**config.mk**
```make
export PLATFORM = sky130hd
export DESIGN_NAME = mac_accum_int4
export DESIGN_NICKNAME = d
export VERILOG_FILES = /design/src/rtl/mac_accum_int4.sv
export SDC_FILE = /design/constraint.sdc
export NUM_CORES = 1
export LEC_CHECK = 0
export ABC_AREA = 1
export CELL_PAD_IN_SITES_DETAIL_PLACEMENT = 0
export CELL_PAD_IN_SITES_GLOBAL_PLACEMENT = 1
export CORE_MARGIN = 5
export CORE_UTILIZATION = 41
export DETAILED_ROUTE_END_ITERATION = 6
export GPL_TIMING_DRIVEN = 0
export PLACE_DENSITY = 0.84
export SYNTH_ARGS = -nofsm -noshare
export SYNTH_HDL_FRONTEND = slang
export SYNTH_SLANG_ARGS = --single-unit
```
**constraint.sdc**
```tcl
create_clock -name clk -period 3.21 [get_ports clk]
set_input_delay 0.4815 -clock clk [delete_from_list [all_inputs] [get_ports clk]]
set_output_delay 0.4815 -clock clk [all_outputs]
set_load 0.005 [all_outputs]
```
**src/rtl/mac_accum_int4.sv**
```systemverilog
// Accumulates LEN consecutive multiplier products into one ACC_WIDTH-bit dot-product
// result with a sticky overflow flag, over valid/ready handshakes on both sides.
module mac_accum_int4 #(
  parameter int WIDTH     = 4,
  parameter int ACC_WIDTH = 12,
  parameter int LEN       = 8,
  parameter int SIGNED    = 0
) (
  input  logic                 clk,
  input  logic                 rst_n,
  input  logic                 clr,
  input  logic                 in_valid,
  output logic                 in_ready,
  input  logic [WIDTH-1:0]     in_prod,
  output logic                 out_valid,
  input  logic                 out_ready,
  output logic [ACC_WIDTH-1:0] out_sum,
  output logic                 out_ovf
);

  localparam int CNT_W = (LEN > 1) ? $clog2(LEN) : 1;
  localparam logic [CNT_W-1:0] LAST = CNT_W'(LEN - 1);

  typedef enum logic {ST_ACC, ST_DONE} state_t;

  state_t                 state_q, state_d;
  logic [ACC_WIDTH-1:0]   acc_q, acc_d;
  logic [CNT_W-1:0]       cnt_q, cnt_d;
  logic                   ovf_st_q, ovf_st_d;
  logic                   vld_q, vld_d;
  logic [ACC_WIDTH-1:0]   sum_q, sum_d;
  logic                   ovf_q, ovf_d;
  logic [ACC_WIDTH:0]     add_res;

  function automatic logic [ACC_WIDTH-1:0] extend(input logic [WIDTH-1:0] p);
    logic [ACC_WIDTH-1:0] r;
    if (SIGNED != 0) r = ACC_WIDTH'($signed(p));
    else             r = ACC_WIDTH'(p);
    return r;
  endfunction

  // Returns {overflow, sum}; overflow is carry-out or two's-complement overflow.
  function automatic logic [ACC_WIDTH:0] add_chk(input logic [ACC_WIDTH-1:0] a,
                                                 input logic [ACC_WIDTH-1:0] b);
    logic [ACC_WIDTH:0] wide;
    logic               ov;
    wide = {1'b0, a} + {1'b0, b};
    if (SIGNED != 0)
      ov = (a[ACC_WIDTH-1] == b[ACC_WIDTH-1]) && (wide[ACC_WIDTH-1] != a[ACC_WIDTH-1]);
    else
      ov = wide[ACC_WIDTH];
    return {ov, wide[ACC_WIDTH-1:0]};
  endfunction

  always_comb begin
    state_d  = state_q;
    acc_d    = acc_q;
    cnt_d    = cnt_q;
    ovf_st_d = ovf_st_q;
    vld_d    = vld_q;
    sum_d    = sum_q;
    ovf_d    = ovf_q;
    add_res  = add_chk(acc_q, extend(in_prod));
    if (clr) begin
      state_d  = ST_ACC;
      acc_d    = '0;
      cnt_d    = '0;
      ovf_st_d = 1'b0;
      vld_d    = 1'b0;
      sum_d    = '0;
      ovf_d    = 1'b0;
    end else begin
      case (state_q)
        ST_ACC: begin
          if (in_valid) begin
            if (cnt_q == LAST) begin
              sum_d    = add_res[ACC_WIDTH-1:0];
              ovf_d    = ovf_st_q | add_res[ACC_WIDTH];
              vld_d    = 1'b1;
              acc_d    = '0;
              cnt_d    = '0;
              ovf_st_d = 1'b0;
              state_d  = ST_DONE;
            end else begin
              acc_d    = add_res[ACC_WIDTH-1:0];
              cnt_d    = cnt_q + CNT_W'(1);
              ovf_st_d = ovf_st_q | add_res[ACC_WIDTH];
            end
          end
        end
        ST_DONE: begin
          // Result is held until the consumer takes it; inputs are ignored here.
          if (out_ready) begin
            vld_d   = 1'b0;
            state_d = ST_ACC;
          end
        end
      endcase
    end
  end

  always_ff @(posedge clk) begin
    if (!rst_n) begin
      state_q  <= ST_ACC;
      acc_q    <= '0;
      cnt_q    <= '0;
      ovf_st_q <= 1'b0;
      vld_q    <= 1'b0;
      sum_q    <= '0;
      ovf_q    <= 1'b0;
    end else begin
      state_q  <= state_d;
      acc_q    <= acc_d;
      cnt_q    <= cnt_d;
      ovf_st_q <= ovf_st_d;
      vld_q    <= vld_d;
      sum_q    <= sum_d;
      ovf_q    <= ovf_d;
    end
  end

  assign in_ready  = (state_q == ST_ACC);
  assign out_valid = vld_q;
  assign out_sum   = sum_q;
  assign out_ovf   = ovf_q;

endmodule

```
==> results_dict.tcl <==
set metrics [dict create \
    power_frac_clock 0.428 \
    diodes 0 \
    grt.total_usage 0.155 \
    dp_cells 297 \
    clock-sinks 31 \
    final_cell_mix "49 x nand2_1, 31 x dfxtp_1, 25 x inv_1" \
    cp-end-kind "flop" \
    postRouteAntennaNets 0 \
    cp.depth 10 \
    startpoint "in_prod[0]" \
    cts-resized-gates 0 \
    crit_top_cell "nand2_1" \
    dpl.hpwl_mm 2.70 \
    synth-seq-area-share 0.378 \
    via_per_inst 4.71 \
    start_kind "input pin" \
    hold_path.class "reg -> reg" \
    ys_ff_latch 31 \
    io_buffers 23 \
    regArea_sq_um 621 \
    cts_buffers 5 \
    switching_share 0.232 \
    synth_top_area_frac 0.378 \
    period_needed_ns 2.32 \
    fin_nets 270 \
    nFillCells 382 \
    worstSetupPathType "in -> reg" \
    mostFrequentLayoutCell "nand2_1" \
    holdPathEnd "out_sum[2]" \
    rsz0062_at_grt "false" \
    layout-drive-gt1-share 0.129 \
    crit_family "adder cells" \
    tightest_slew_ns 0.556 \
    ir_worst_vdd_uv 305 \
    synthCells 224 \
    num_vias 1438 \
    slew_viol_final 0 \
    crit_path_max_fanout 6 \
    ios 24 \
    met3_usage 0.0383 \
    hold_viol 0 \
    grtUsageMet2 0.240 \
    reg2reg_to "acc_q[8]" \
    synth.distinct_cells 33 \
    leakagePower_uw 0.000854 \
    clock_skew_ns 0.00456 \
    wl_mm 3.69 \
    report.power.total_uw 793 \
    htree_levels 2 \
    cap_violations 0 \
    synth.area.top_cells "dfxtp_1 38%, nand2_1 11%, inv_1 5.7%, nor2_1 5.0%, a21oi_1 4.9%" \
    drt_iter0_markers 83 \
    power_switching_uw 184 \
    grt_max_degree 11 \
    synthToLayoutAreaGrowth_pct 23.9 \
    min_from "out_sum[2]" \
    clock_latency_ns 0.29 \
    setup_tns_ns 0 \
    post-route-drc-count 0 \
    grt_pass1_wl_mm 6.30 \
    met1_usage 0.203 \
    rrSetupSlack_ns 1.23 \
    core_sq_mm 0.00394 \
    holdPathStages 2 \
    status "finished clean" \
    p_comb_frac 0.079 \
    clkTransAtPathRegs_ns 0.06 \
    crit_path_max_incr_delay_ns 0.47 \
    power_density_mw_per_mm2 389 \
    antenna_found_initial 0 \
    cp_slowest_cell "clkdlybuf4s50_1" \
    cts_tree "done" \
    p_int_uw 609 \
    min_period_over_period 0.723 \
    rows 23 \
    postCtsHoldBufs 0 \
    stdcell_area_sq_mm 0.00204 \
    yosysTopAreaCell "dfxtp_1" \
    start_util 0.417 \
    postSynthNetCount 240 \
    cts_buffer_depth 2 \
    crit_arrival_ns 2.54 \
    crit_chain "clkdlybuf4s50_1 -> ha_1 -> inv_1 -> fa_1 -> nand3b_1 -> nand2_2 -> nand2_1 -> xor2_1 -> nand2_1 -> a21oi_1" \
    fp.dieArea_sq_mm 0.00537 \
    die_h_um 73.3 \
    firstDrtPassIters 4 \
    cp_num_buf_inv 2 \
    wire_per_inst_um 12.1 \
    syn_avg_cell_area_sq_um 7.33 \
    place.gp.congestion 0.755 \
    reg2reg_from "acc_q[0]" \
    first_global_vias 1341 \
    final-setup-viol-count 0 \
    stdcell_count 305 \
    gr-total-overflow 0 \
    netlist_area_sq_mm 0.00164 \
    clock.fmax_mhz 431 \
    die_width_um 73.3 \
    cp.required_ns 3.43 \
    root_buffer "clkbuf_8" \
    multi_input_area_sq_um 861 \
    power_frac_seq 0.492 \
    worst_r2r_path_depth 9 \
    slew_headroom 0.629 \
    dpl_cell_area_sq_mm 0.00194 \
    grt-busiest-layer "met2" \
    post_cts_buffers 0 \
    yosysWarnings 0 \
]
synth_stat cells (all sizes together):
cell,n
o211ai,1
nand3b,3
o21ai,14
o21bai,1
fa,1
a21oi,18
nor3,3
o22ai,1
nor2,25
nor3b,1
ha,6
xnor2,1
nand2,57
inv,29
xor2,3
clkbuf,3
or2,1
nand4,2
a21o,2
dfxtp,31
buf,4
nand3,17
tightest hold or removal path: stages (launching register included):
cell and delay, ns:
dfxtp_1 0.31, nand2_1 0.06, a21oi_1 0.06
power groups by stage:
stage | Combinational (uW) | Sequential (uW) | Clock [uW]
after floorplan | 40.6 | 399 | 0
after global placement | 63.1 | 399 | 0
after detailed placement | 63.7 | 399 | 0
after CTS | 64.3 | 390 | 348
after global routing | 71.9 | 390 | 368
final | 62.9 | 390 | 339
registers in the layout, indices dropped and copies added (netlist names):
| signal | count |
|---|---|
| out_ovf | 1 |
| out_sum | 12 |
| cnt_q | 3 |
| state_q | 1 |
| ovf_st_q | 1 |
| out_valid | 1 |
| acc_q | 12 |
area by class of cell:
| type | instances | area share |
|---|---|---|
| Multi-Input combinational cell | 157 | 0.423 |
| Sequential cell | 31 | 0.305 |
| Buffer | 7 | 0.0258 |
| Clock buffer | 8 | 0.0492 |
| Tap cell | 50 | 0.0307 |
| Timing Repair Buffer | 23 | 0.113 |
| Inverter | 29 | 0.0535 |
metal layers:
layer / up-vias / routed length [um]
li1: 775 / -
met1: 625 / 1730
met2: 30 / 1670
met3: 8 / 221
met4: 0 / 73
met5: - / 0
metrics by stage:
stage	util	worst slack (ns)	hold WS, ns
after floorplan	-	1.33	0.447
after global placement	0.491	0.602	0.456
after detailed placement	0.491	0.582	0.461
after CTS	0.516	0.864	0.471
after global routing	0.516	0.690	0.499
final	0.516	0.889	0.471
logic make-up (layout without fill, tap and decap cells):
| logic type | after synthesis | in the layout | share of synthesized area |
|---|---|---|---|
| buf+inv | 36 | 67 | 0.0982 |
| fa+ha+maj | 7 | 7 | 0.0579 |
| xor+xnor | 4 | 4 | 0.0213 |
| simple gates | 109 | 109 | 0.318 |
| flops | 31 | 31 | 0.378 |
| compound gates | 37 | 37 | 0.127 |
worst max path at each step:
stage                  to  slack (ns)
3_3_place_gp     acc_q[8]        0.60
5_1_grt          acc_q[8]        0.69
2_1_floorplan  out_sum[8]        1.33
6_report         acc_q[8]        0.89
4_1_cts          acc_q[8]        0.86
3_5_place_dp     acc_q[8]        0.58
No activity file was read; power rests on OpenSTA's default activity.
